===== config.mk =====
export PLATFORM = sky130hd
export DESIGN_NAME = if_prefetch_queue_flat
export DESIGN_NICKNAME = d
export VERILOG_FILES = /design/src/rtl/if_prefetch_queue_if.sv /design/src/rtl/if_prefetch_queue.sv /design/src/flat_wrapper.sv
export SDC_FILE = /design/constraint.sdc
export NUM_CORES = 1
export LEC_CHECK = 0
export ABC_AREA = 1
export ABC_CLOCK_PERIOD_IN_PS = 5400
export CAP_MARGIN = 20
export CELL_PAD_IN_SITES_DETAIL_PLACEMENT = 1
export CELL_PAD_IN_SITES_GLOBAL_PLACEMENT = 1
export CORE_ASPECT_RATIO = 0.6
export CORE_MARGIN = 1
export CORE_UTILIZATION = 50
export CTS_BUF_LIST = sky130_fd_sc_hd__clkbuf_2 sky130_fd_sc_hd__clkbuf_4 sky130_fd_sc_hd__clkbuf_8
export CTS_CLUSTER_SIZE = 25
export DETAILED_ROUTE_END_ITERATION = 10
export MAX_ROUTING_LAYER = met4
export PLACE_DENSITY = 0.95
export SLEW_MARGIN = 20
export SYNTH_ARGS = -nofsm -noshare
export SYNTH_HDL_FRONTEND = slang
export SYNTH_SLANG_ARGS = --single-unit

===== constraint.sdc =====
create_clock -name clk -period 5.4 [get_ports clk]
set_input_delay 0.81 -clock clk [delete_from_list [all_inputs] [get_ports clk]]
set_output_delay 0.81 -clock clk [all_outputs]
set_load 0.02 [all_outputs]

===== src/rtl/if_prefetch_queue_if.sv =====
// Fetch-side bus bundle for if_prefetch_queue: ROM request/response, ID handshake and branch redirect.
// master = the prefetch queue, slave = the surrounding pipeline/ROM.
interface if_prefetch_queue_if #(
  parameter int PC_W    = 8,
  parameter int INSTR_W = 32
);
  logic               BranchTaken;
  logic [PC_W-1:0]    BranchTarget;
  logic               ID_Stall;
  logic               rom_req;
  logic [PC_W-1:0]    rom_addr;
  logic [INSTR_W-1:0] rom_data;
  logic               IF_ID_Valid;
  logic [INSTR_W-1:0] IF_ID_Instruction;
  logic [PC_W-1:0]    IF_ID_PC;

  modport master (
    input  BranchTaken, BranchTarget, ID_Stall, rom_data,
    output rom_req, rom_addr, IF_ID_Valid, IF_ID_Instruction, IF_ID_PC
  );

  modport slave (
    output BranchTaken, BranchTarget, ID_Stall, rom_data,
    input  rom_req, rom_addr, IF_ID_Valid, IF_ID_Instruction, IF_ID_PC
  );
endinterface


===== src/rtl/if_prefetch_queue.sv =====
// Instruction-fetch prefetch queue between a 1-cycle-latency ROM and ID, with branch redirect/flush.
// Optional IFQ_PERF_EN adds starve_cnt/flush_cnt performance counters.
module if_prefetch_queue #(
  parameter int DEPTH    = 4,
  parameter int PC_W     = 8,
  parameter int INSTR_W  = 32,
  parameter int RESET_PC = 0,
  parameter int PC_STEP  = 1
) (
  input logic clk,
  input logic rst,
  if_prefetch_queue_if.master bus
`ifdef IFQ_PERF_EN
  ,
  output logic [15:0] starve_cnt,
  output logic [7:0]  flush_cnt
`endif
);
  localparam int AW = $clog2(DEPTH);
  localparam int CW = AW + 1;

  logic [CW-1:0]      count_q, count_d;
  logic [AW-1:0]      wr_ptr_q, wr_ptr_d;
  logic [AW-1:0]      rd_ptr_q, rd_ptr_d;
  logic [PC_W-1:0]    fetch_pc_q, fetch_pc_d;
  logic [PC_W-1:0]    tag_q, tag_d;
  logic               inflight_q, inflight_d;
  logic               drop_q, drop_d;
  logic [CW-1:0]      occ;
  logic               issue, push, pop, head_vld;

  logic [PC_W-1:0]    pc_mem_q    [DEPTH];
  logic [INSTR_W-1:0] instr_mem_q [DEPTH];

  // Occupancy counts the outstanding fetch so a returning response always has a free slot.
  always_comb begin
    occ      = count_q + CW'(inflight_q);
    head_vld = (count_q != '0);
    issue    = rst && !bus.BranchTaken && (occ < CW'(DEPTH));
    push     = inflight_q && !drop_q && !bus.BranchTaken;
    pop      = head_vld && !bus.ID_Stall && !bus.BranchTaken;
  end

  always_comb begin
    count_d    = count_q;
    wr_ptr_d   = wr_ptr_q;
    rd_ptr_d   = rd_ptr_q;
    fetch_pc_d = fetch_pc_q;
    tag_d      = tag_q;
    inflight_d = inflight_q;
    drop_d     = 1'b0;
    if (bus.BranchTaken) begin
      count_d    = '0;
      wr_ptr_d   = '0;
      rd_ptr_d   = '0;
      fetch_pc_d = bus.BranchTarget;
      inflight_d = 1'b0;
      drop_d     = inflight_q;
    end else begin
      if (push) wr_ptr_d = wr_ptr_q + AW'(1);
      if (pop)  rd_ptr_d = rd_ptr_q + AW'(1);
      count_d    = count_q + CW'(push) - CW'(pop);
      inflight_d = issue;
      if (issue) begin
        fetch_pc_d = fetch_pc_q + PC_W'(PC_STEP);
        tag_d      = fetch_pc_q;
      end
    end
  end

  always_ff @(posedge clk or negedge rst) begin
    if (!rst) begin
      count_q    <= '0;
      wr_ptr_q   <= '0;
      rd_ptr_q   <= '0;
      fetch_pc_q <= PC_W'(RESET_PC);
      tag_q      <= '0;
      inflight_q <= 1'b0;
      drop_q     <= 1'b0;
    end else begin
      count_q    <= count_d;
      wr_ptr_q   <= wr_ptr_d;
      rd_ptr_q   <= rd_ptr_d;
      fetch_pc_q <= fetch_pc_d;
      tag_q      <= tag_d;
      inflight_q <= inflight_d;
      drop_q     <= drop_d;
    end
  end

  // Queue storage is data only; validity is carried entirely by count_q.
  always_ff @(posedge clk) begin
    if (push) begin
      pc_mem_q[wr_ptr_q]    <= tag_q;
      instr_mem_q[wr_ptr_q] <= bus.rom_data;
    end
  end

  assign bus.rom_req           = issue;
  assign bus.rom_addr          = fetch_pc_q;
  assign bus.IF_ID_Valid       = head_vld;
  assign bus.IF_ID_Instruction = head_vld ? instr_mem_q[rd_ptr_q] : '0;
  assign bus.IF_ID_PC          = head_vld ? pc_mem_q[rd_ptr_q] : '0;

`ifdef IFQ_PERF_EN
  function automatic logic [15:0] sat_inc16(input logic [15:0] v);
    return (v == 16'hFFFF) ? v : v + 16'd1;
  endfunction

  function automatic logic [7:0] sat_inc8(input logic [7:0] v);
    return (v == 8'hFF) ? v : v + 8'd1;
  endfunction

  logic [1:0]  br_hist_q;
  logic [15:0] starve_q;
  logic [7:0]  flush_q;

  // Empty cycles shortly after a redirect are refill latency, not starvation.
  always_ff @(posedge clk or negedge rst) begin
    if (!rst) begin
      br_hist_q <= '0;
      starve_q  <= '0;
      flush_q   <= '0;
    end else begin
      br_hist_q <= {br_hist_q[0], bus.BranchTaken};
      if (!head_vld && (br_hist_q == 2'b00)) starve_q <= sat_inc16(starve_q);
      if (bus.BranchTaken) flush_q <= sat_inc8(flush_q);
    end
  end

  assign starve_cnt = starve_q;
  assign flush_cnt  = flush_q;
`endif
endmodule

===== src/flat_wrapper.sv =====
// flat-port wrapper written by rule: the top's interface ports become plain ports
module if_prefetch_queue_flat 
#(
  parameter int DEPTH    = 4,
  parameter int PC_W     = 8,
  parameter int INSTR_W  = 32,
  parameter int RESET_PC = 0,
  parameter int PC_STEP  = 1
)
  (clk, rst, bus_BranchTaken, bus_BranchTarget, bus_ID_Stall, bus_rom_data, bus_rom_req, bus_rom_addr, bus_IF_ID_Valid, bus_IF_ID_Instruction, bus_IF_ID_PC);
  if_prefetch_queue_if #(.PC_W(PC_W), .INSTR_W(INSTR_W)) bus_i ();
  input logic clk;
  input logic rst;
  input wire logic [$bits(bus_i.BranchTaken)-1:0] bus_BranchTaken;
  input wire logic [$bits(bus_i.BranchTarget)-1:0] bus_BranchTarget;
  input wire logic [$bits(bus_i.ID_Stall)-1:0] bus_ID_Stall;
  input wire logic [$bits(bus_i.rom_data)-1:0] bus_rom_data;
  output wire logic [$bits(bus_i.rom_req)-1:0] bus_rom_req;
  output wire logic [$bits(bus_i.rom_addr)-1:0] bus_rom_addr;
  output wire logic [$bits(bus_i.IF_ID_Valid)-1:0] bus_IF_ID_Valid;
  output wire logic [$bits(bus_i.IF_ID_Instruction)-1:0] bus_IF_ID_Instruction;
  output wire logic [$bits(bus_i.IF_ID_PC)-1:0] bus_IF_ID_PC;
  assign bus_i.BranchTaken = bus_BranchTaken;
  assign bus_i.BranchTarget = bus_BranchTarget;
  assign bus_i.ID_Stall = bus_ID_Stall;
  assign bus_i.rom_data = bus_rom_data;
  assign bus_rom_req = bus_i.rom_req;
  assign bus_rom_addr = bus_i.rom_addr;
  assign bus_IF_ID_Valid = bus_i.IF_ID_Valid;
  assign bus_IF_ID_Instruction = bus_i.IF_ID_Instruction;
  assign bus_IF_ID_PC = bus_i.IF_ID_PC;
  if_prefetch_queue #(.DEPTH(DEPTH), .PC_W(PC_W), .INSTR_W(INSTR_W), .RESET_PC(RESET_PC), .PC_STEP(PC_STEP)) u_core (.clk(clk), .rst(rst), .bus(bus_i));
endmodule

==> results by group, run 1 <==
Run status
  • Status: finished, final reports clean

STA
  • Clock skew: 0.0135 ns
  • Setup TNS: 0 ns
  • Slew headroom: 0.382
  • Fin. max-slew vios: 0
  • Period utilisation layout: 0.750
  • Min cycle time layout: 4.05 ns
  • Finish-stage setup viols: 0
  • Fmax achieved: 247 MHz
  • Worst Slack Setup Final: 1.35 ns
  • Fin. Hold Viols: 0
  • RSZ-0062 raised after global routing: false
  • Worst slew pin tran: 0.925 ns

Synthesis
  • Post-Syn Nets: 702
  • Cell variety after synth: 28
  • Post-synth EDFFs: 160
  • Share of flip-flops with an asynchronous set or reset: 0.135
  • Ys Warns: 0
  • Mean post-synth cell area: 11.8 um2
  • Post-synthesis cell area: 7650 um2
  • Seq/Total Area, Yosys: 0.709
  • Commonest cells post-synth: nor2_1, edfxtp_1, o21ai_1
  • Ranking of synthesized cells by area: edfxtp_1, nor2_1, dfrtp_1
  • Area share of the largest cell type after synthesis: 0.628
  • Top-count cell post-synth: nor2_1
  • Top_reg_cell synth: edfxtp_1
  • Cell count after synthesis: 650
  • Synthesized flop and latch total: 185
  • Yosys top cell by area: edfxtp_1

Flow run
  • MaxCap Viol Count: 0

GRT
  • Grt ovf: 0
  • GRT Total Usage: 0.306
  • Largest net degree at the start of global routing: 85
  • Initial antenna violation count: 1
  • Number of global-route vias before repair: 5786
  • First-pass GRT wire length: 34.2 mm

Critical path
  • Crit Path Class: reg2out
  • Critical-path maximum fanout: 60
  • Startpoint Class: flip-flop
  • Worst path required time: 4.59 ns
  • CP endpoint kind: output port
  • R2R setup slack: 2.90 ns
  • Crit path DAT: 3.24 ns

Die
  • Die ar.: 15800 um2
  • Die Ht: 97.8 um
  • Row Count: 34
  • Core region area: 14700 um2
  • I/O pin cnt: 94
  • Initial Utilization: 0.520
  • Die width: 162 um

Detailed routing
  • DR iter-0 viols: 402
  • Drt first pass iters: 5
  • DR vias/cell: 5.75
  • Drt drc: 0
  • Routed length per instance: 23.7 um
  • Routed WL: 22.5 mm
  • Via count: 5444
  • Post-route ant nets: 0

Clock tree
  • H-tree Lvls: 4
  • CTS resizes: 0
  • Clk buf depth: 2
  • Num CTS Buffers: 17
  • CTS Hold Bufs: 0
  • Number of setup buffers added after CTS: 0
  • Clock transition at path regs: 0.12 ns
  • Worst-Skew Late Latency: 0.47 ns
  • Clock sinks: 185
  • Root buffer cell: clkbuf_8
  • CTS tree: yes

Power and ir drop
  • Power Dens Cells: 460 nW/um2
  • Leakage power: 0.00327 uW
  • Peak VDD IR: 221 uV
  • Power Total: 4180 uW

Cells and area
  • Area of the multi-input gates: 1870 um2
  • Final net count: 786
  • Layout cells sized above 1: 0.0803
  • Total of fill cells in the finished design: 1538
  • Seq. cell area: 5430 um2
  • Design area: 9090 um2
  • Area growth, synth to finish: 18.8%
  • Util after Layout: 0.618

Placement
  • IO Port Bufs: 93
  • Detailed placement HPWL: 13.6 mm
  • Place WS: 1.27 ns
  • Final GP Congestion: 0.828
  • DP Area: 8700 um2

Min path
  • HP Class: reg2reg
sequential cells by signal (all words and copies together) (netlist names):
| register | cells |
|---|---|
| u_core.bus.rom_addr | 8 |
| u_core.count_q | 3 |
| u_core.drop_q | 1 |
| u_core.inflight_q | 1 |
| u_core.instr_mem_q | 128 |
| u_core.pc_mem_q | 32 |
| u_core.rd_ptr_q | 2 |
| u_core.tag_q | 8 |
| u_core.wr_ptr_q | 2 |
cell usage in the layout (no fill, tap or decap), types with 2 or more instances in the layout:
| cell | count |
|---|---|
| nor2_1 | 167 |
| inv_6 | 6 |
| o21ai_0 | 28 |
| clkinv_4 | 2 |
| buf_4 | 6 |
| nand3_1 | 20 |
| clkbuf_8 | 17 |
| clkdlybuf4s50_1 | 93 |
| edfxtp_1 | 160 |
| ha_1 | 7 |
| inv_8 | 2 |
| nand2_1 | 55 |
| inv_1 | 26 |
| o21ai_1 | 58 |
| buf_16 | 2 |
| nor2_4 | 5 |
| a21oi_1 | 43 |
| dfrtp_1 | 24 |
| o21ai_2 | 6 |
| inv_2 | 4 |
| clkinvlp_4 | 2 |
path summary, 6_finish.rpt:
| check | startpoint | to | cells after the start |
|---|---|---|---|
| max | u_core.rd_ptr_q[0] | bus_IF_ID_Instruction[26] | 6 |
| max in group asynchronous | rst | u_core.rd_ptr_q[0] | 2 |
| min in group asynchronous | rst | u_core.tag_q[0] | 2 |
| min | u_core.tag_q[1] | u_core.pc_mem_q[0][1] | 0 |
| min reg2reg | u_core.tag_q[1] | u_core.pc_mem_q[0][1] | 0 |
| max reg2reg | u_core.drop_q | u_core.instr_mem_q[3][5] | 4 |
power by group:
part           switching (uW)  internal [uW]  total, uW
combinational             920            529       1450
sequential                110           1670       1780
clock                     570            391        960
critical path, cell delays in order, from the launching register on:
cell	delay, ns
dfrtp_2	0.68
buf_4	0.63
nor2_1	0.12
nor2_1	0.12
o21ai_1	0.11
a21oi_1	0.39
clkdlybuf4s50_1	0.69
cell families after synthesis:
kind of cell               synth area share
AOI/OAI and AO/OA                    0.0924
xor gates and xnor gates            0.00114
adders and majority gates            0.0141
buffers and inverters                0.0505
DFF                                   0.709
and+or+nand+nor                       0.133
per-layer routing:
layer / wire length, um / GRT usage
met5: 0 / -
met4: 536 / 0.106
met3: 1290 / 0.0531
met2: 11300 / 0.510
met1: 9370 / 0.382
layout make-up:
cell class                 count  share of cell area
sequential                   185               0.597
multi-input combinational    398               0.205
timing repair buffer         101               0.113
tap                          198              0.0272
clock buffer                  18              0.0266
clock inverter                14              0.0169
inverter                      31              0.0131
antenna                        1            0.000275
stage by stage:
stage,std cells,hold slack [ns]
finish,946,0.558
global route,946,0.564
CTS,945,0.554
detailed placement,913,0.526
global placement,911,0.502
floorplan,650,0.476
Power figures use the tool's default switching activity.
==> inputs of run 2 (changes only) <==
- ABC_CLOCK_PERIOD_IN_PS: 5400 -> 3630
- CORE_UTILIZATION: 50 -> 42
- PLACE_DENSITY: 0.95 -> 0.9
- clock period: 5.4 -> 3.63 ns (I/O delays scaled with it)
==> results by group, run 2 (synthesis gave the netlist of run 1 again) <==
Detailed routing
  • Drt first pass iters: 5
  • Post-route ant nets: 0
  • Via count: 5166
  • Routed length per instance: 18.5 um
  • Drt drc: 0
  • DR iter-0 viols: 373
  • Routed WL: 18.3 mm
  • DR vias/cell: 5.22

Placement
  • IO Port Bufs: 93
  • DP Area: 8830 um2
  • Final GP Congestion: 0.791
  • Detailed placement HPWL: 11.6 mm
  • Placed insts: 957
  • Place WS: 0.841 ns

Die
  • Die ar.: 18800 um2
  • Row Count: 37
  • Die width: 176 um
  • I/O pin cnt: 94
  • Core region area: 17500 um2
  • Initial Utilization: 0.437
  • Die Ht: 107 um

Clock tree
  • Clock transition at path regs: 0.12 ns
  • Number of setup buffers added after CTS: 0
  • Root buffer cell: clkbuf_8
  • H-tree Lvls: 4
  • CTS resizes: 0
  • Num CTS Buffers: 17
  • CTS tree: yes
  • Clock sinks: 185
  • CTS Hold Bufs: 0
  • Clk buf depth: 2
  • Worst-Skew Late Latency: 0.45 ns

Cells and area
  • Layout cells sized above 1: 0.0901
  • Area growth, synth to finish: 20.2%
  • Ant. Diodes: 0
  • Largest register FFs: 128
  • Most frequent cells in the layout: nor2_1, edfxtp_1, clkdlybuf4s50_1
  • Biggest register: u_core.instr_mem_q
  • Most common cell after layout, fill and taps aside: nor2_1
  • Design area: 9200 um2
  • Top Registers: u_core.instr_mem_q (128), u_core.pc_mem_q (32)
  • Final net count: 794
  • Non-Filler Instances: 989
  • Total of fill cells in the finished design: 1859

Min path
  • HP Class: in2async

Critical path
  • WP buf/inv: 2
  • Critical path startpoint: u_core.rd_ptr_q[0]
  • Startpoint Class: flip-flop
  • Crit Path Class: reg2out
  • Critical path's most frequent cell: nor2_1
  • Crit path max-delay family: buffers and inverters
  • Crit path DAT: 2.76 ns
  • Worst path required time: 3.09 ns
  • Critical-path maximum fanout: 34
  • Critical R2R Launch: u_core.count_q[1]
  • Crit-path cells: buf_4 -> nor2_1 -> nor2_1 -> o21ai_1 -> a21oi_1 -> clkdlybuf4s50_1
  • Worst path max stage delay: 0.68 ns
  • CP endpoint kind: output port
  • Critical-path cell with the highest stage delay: clkdlybuf4s50_1

Power and ir drop
  • Net Sw Frac: 0.369
  • Part of the power in registers: 0.433
  • Sw Pwr: 2230 uW
  • Part of the power in the clock network: 0.216
  • Leakage power: 0.00330 uW
  • Peak VDD IR: 329 uV
  • Power Total: 6050 uW
  • Power Dens Cells: 657 nW/um2
  • Internal power: 3820 uW
  • Combinational Power Share: 0.351

GRT
  • Largest net degree at the start of global routing: 41
  • GRT Total Usage: 0.211
  • First-pass GRT wire length: 29.1 mm
  • Number of global-route vias before repair: 5445
  • Grt ovf: 0
  • Initial antenna violation count: 0

STA
  • Fin. max-slew vios: 0
  • Worst Slack Setup Final: 0.330 ns
  • Fmax achieved: 303 MHz
  • Min cycle time layout: 3.30 ns
  • Fin. Hold Viols: 0
  • RSZ-0062 raised after global routing: false
  • Setup TNS: 0 ns
  • Period utilisation layout: 0.909
  • Worst slew pin tran: 0.523 ns
  • Slew headroom: 0.652
  • Finish-stage setup viols: 0
  • Clock skew: 0.0213 ns

Flow run
  • MaxCap Viol Count: 0

Run status
  • Status: finished, final reports clean
## run 2: cell types whose count changed in the layout (fill, tap and decap cells not counted), sizes merged
cell / previous run / this run
bufinv: 1 / 0
diode: 1 / 0
buf: 8 / 16
clkinv: 3 / 4
## run 2: worst paths after layout
check / to / slack, ns / cells past startpoint
worst max-delay path: bus_IF_ID_Instruction[23] / 0.33 / 6
max in group asynchronous: u_core.rd_ptr_q[1] / 2.82 / 2
worst max register to register: u_core.count_q[2] / 1.41 / 11
worst min-delay path: u_core.tag_q[2] / 0.51 / 2
worst min register to register: u_core.pc_mem_q[1][6] / 0.54 / 0
min in group clk: u_core.pc_mem_q[1][6] / 0.54 / 0
## run 2: worst register-to-register path: cells and delay by family, from the launching register on
family	cells	cell delay (ns)
DFF	1	0.46
and+or+nand+nor	5	0.68
adders and majority gates	3	0.78
buffers and inverters	3	0.22
## run 2: metrics by stage
stage                     utilization  hold WS (ns)
after global placement          0.504         0.511
after floorplan                     -         0.249
after detailed placement        0.504         0.503
after CTS                       0.526         0.503
after global routing            0.526         0.515
final                           0.526         0.507
## run 2: power groups by stage
stage                     Sequential (uW)  Clock, uW  Combinational, uW
after detailed placement             2670          0               2140
after global routing                 2640       1410               2300
after CTS                            2620       1330               2150
after global placement               2650          0               2080
after floorplan                      2620          0               1260
final                                2620       1310               2120
## run 2: layout make-up
cell class,instances,area [um2],area share
inverter,31,119,0.0129
timing repair buffer,109,1110,0.121
clock buffer,18,241,0.0262
multi-input combinational,398,1870,0.203
sequential,185,5430,0.591
clock inverter,14,133,0.0144
tap,234,293,0.0318
## run 2: layer usage
metal / track usage / up-vias / part of all wire
met4: 0.0441 / 0 / 0.0056
met3: 0.0333 / 9 / 0.054
met2: 0.349 / 151 / 0.49
li1: - / 2428 / -
met1: 0.279 / 2578 / 0.45
met5: - / - / 0
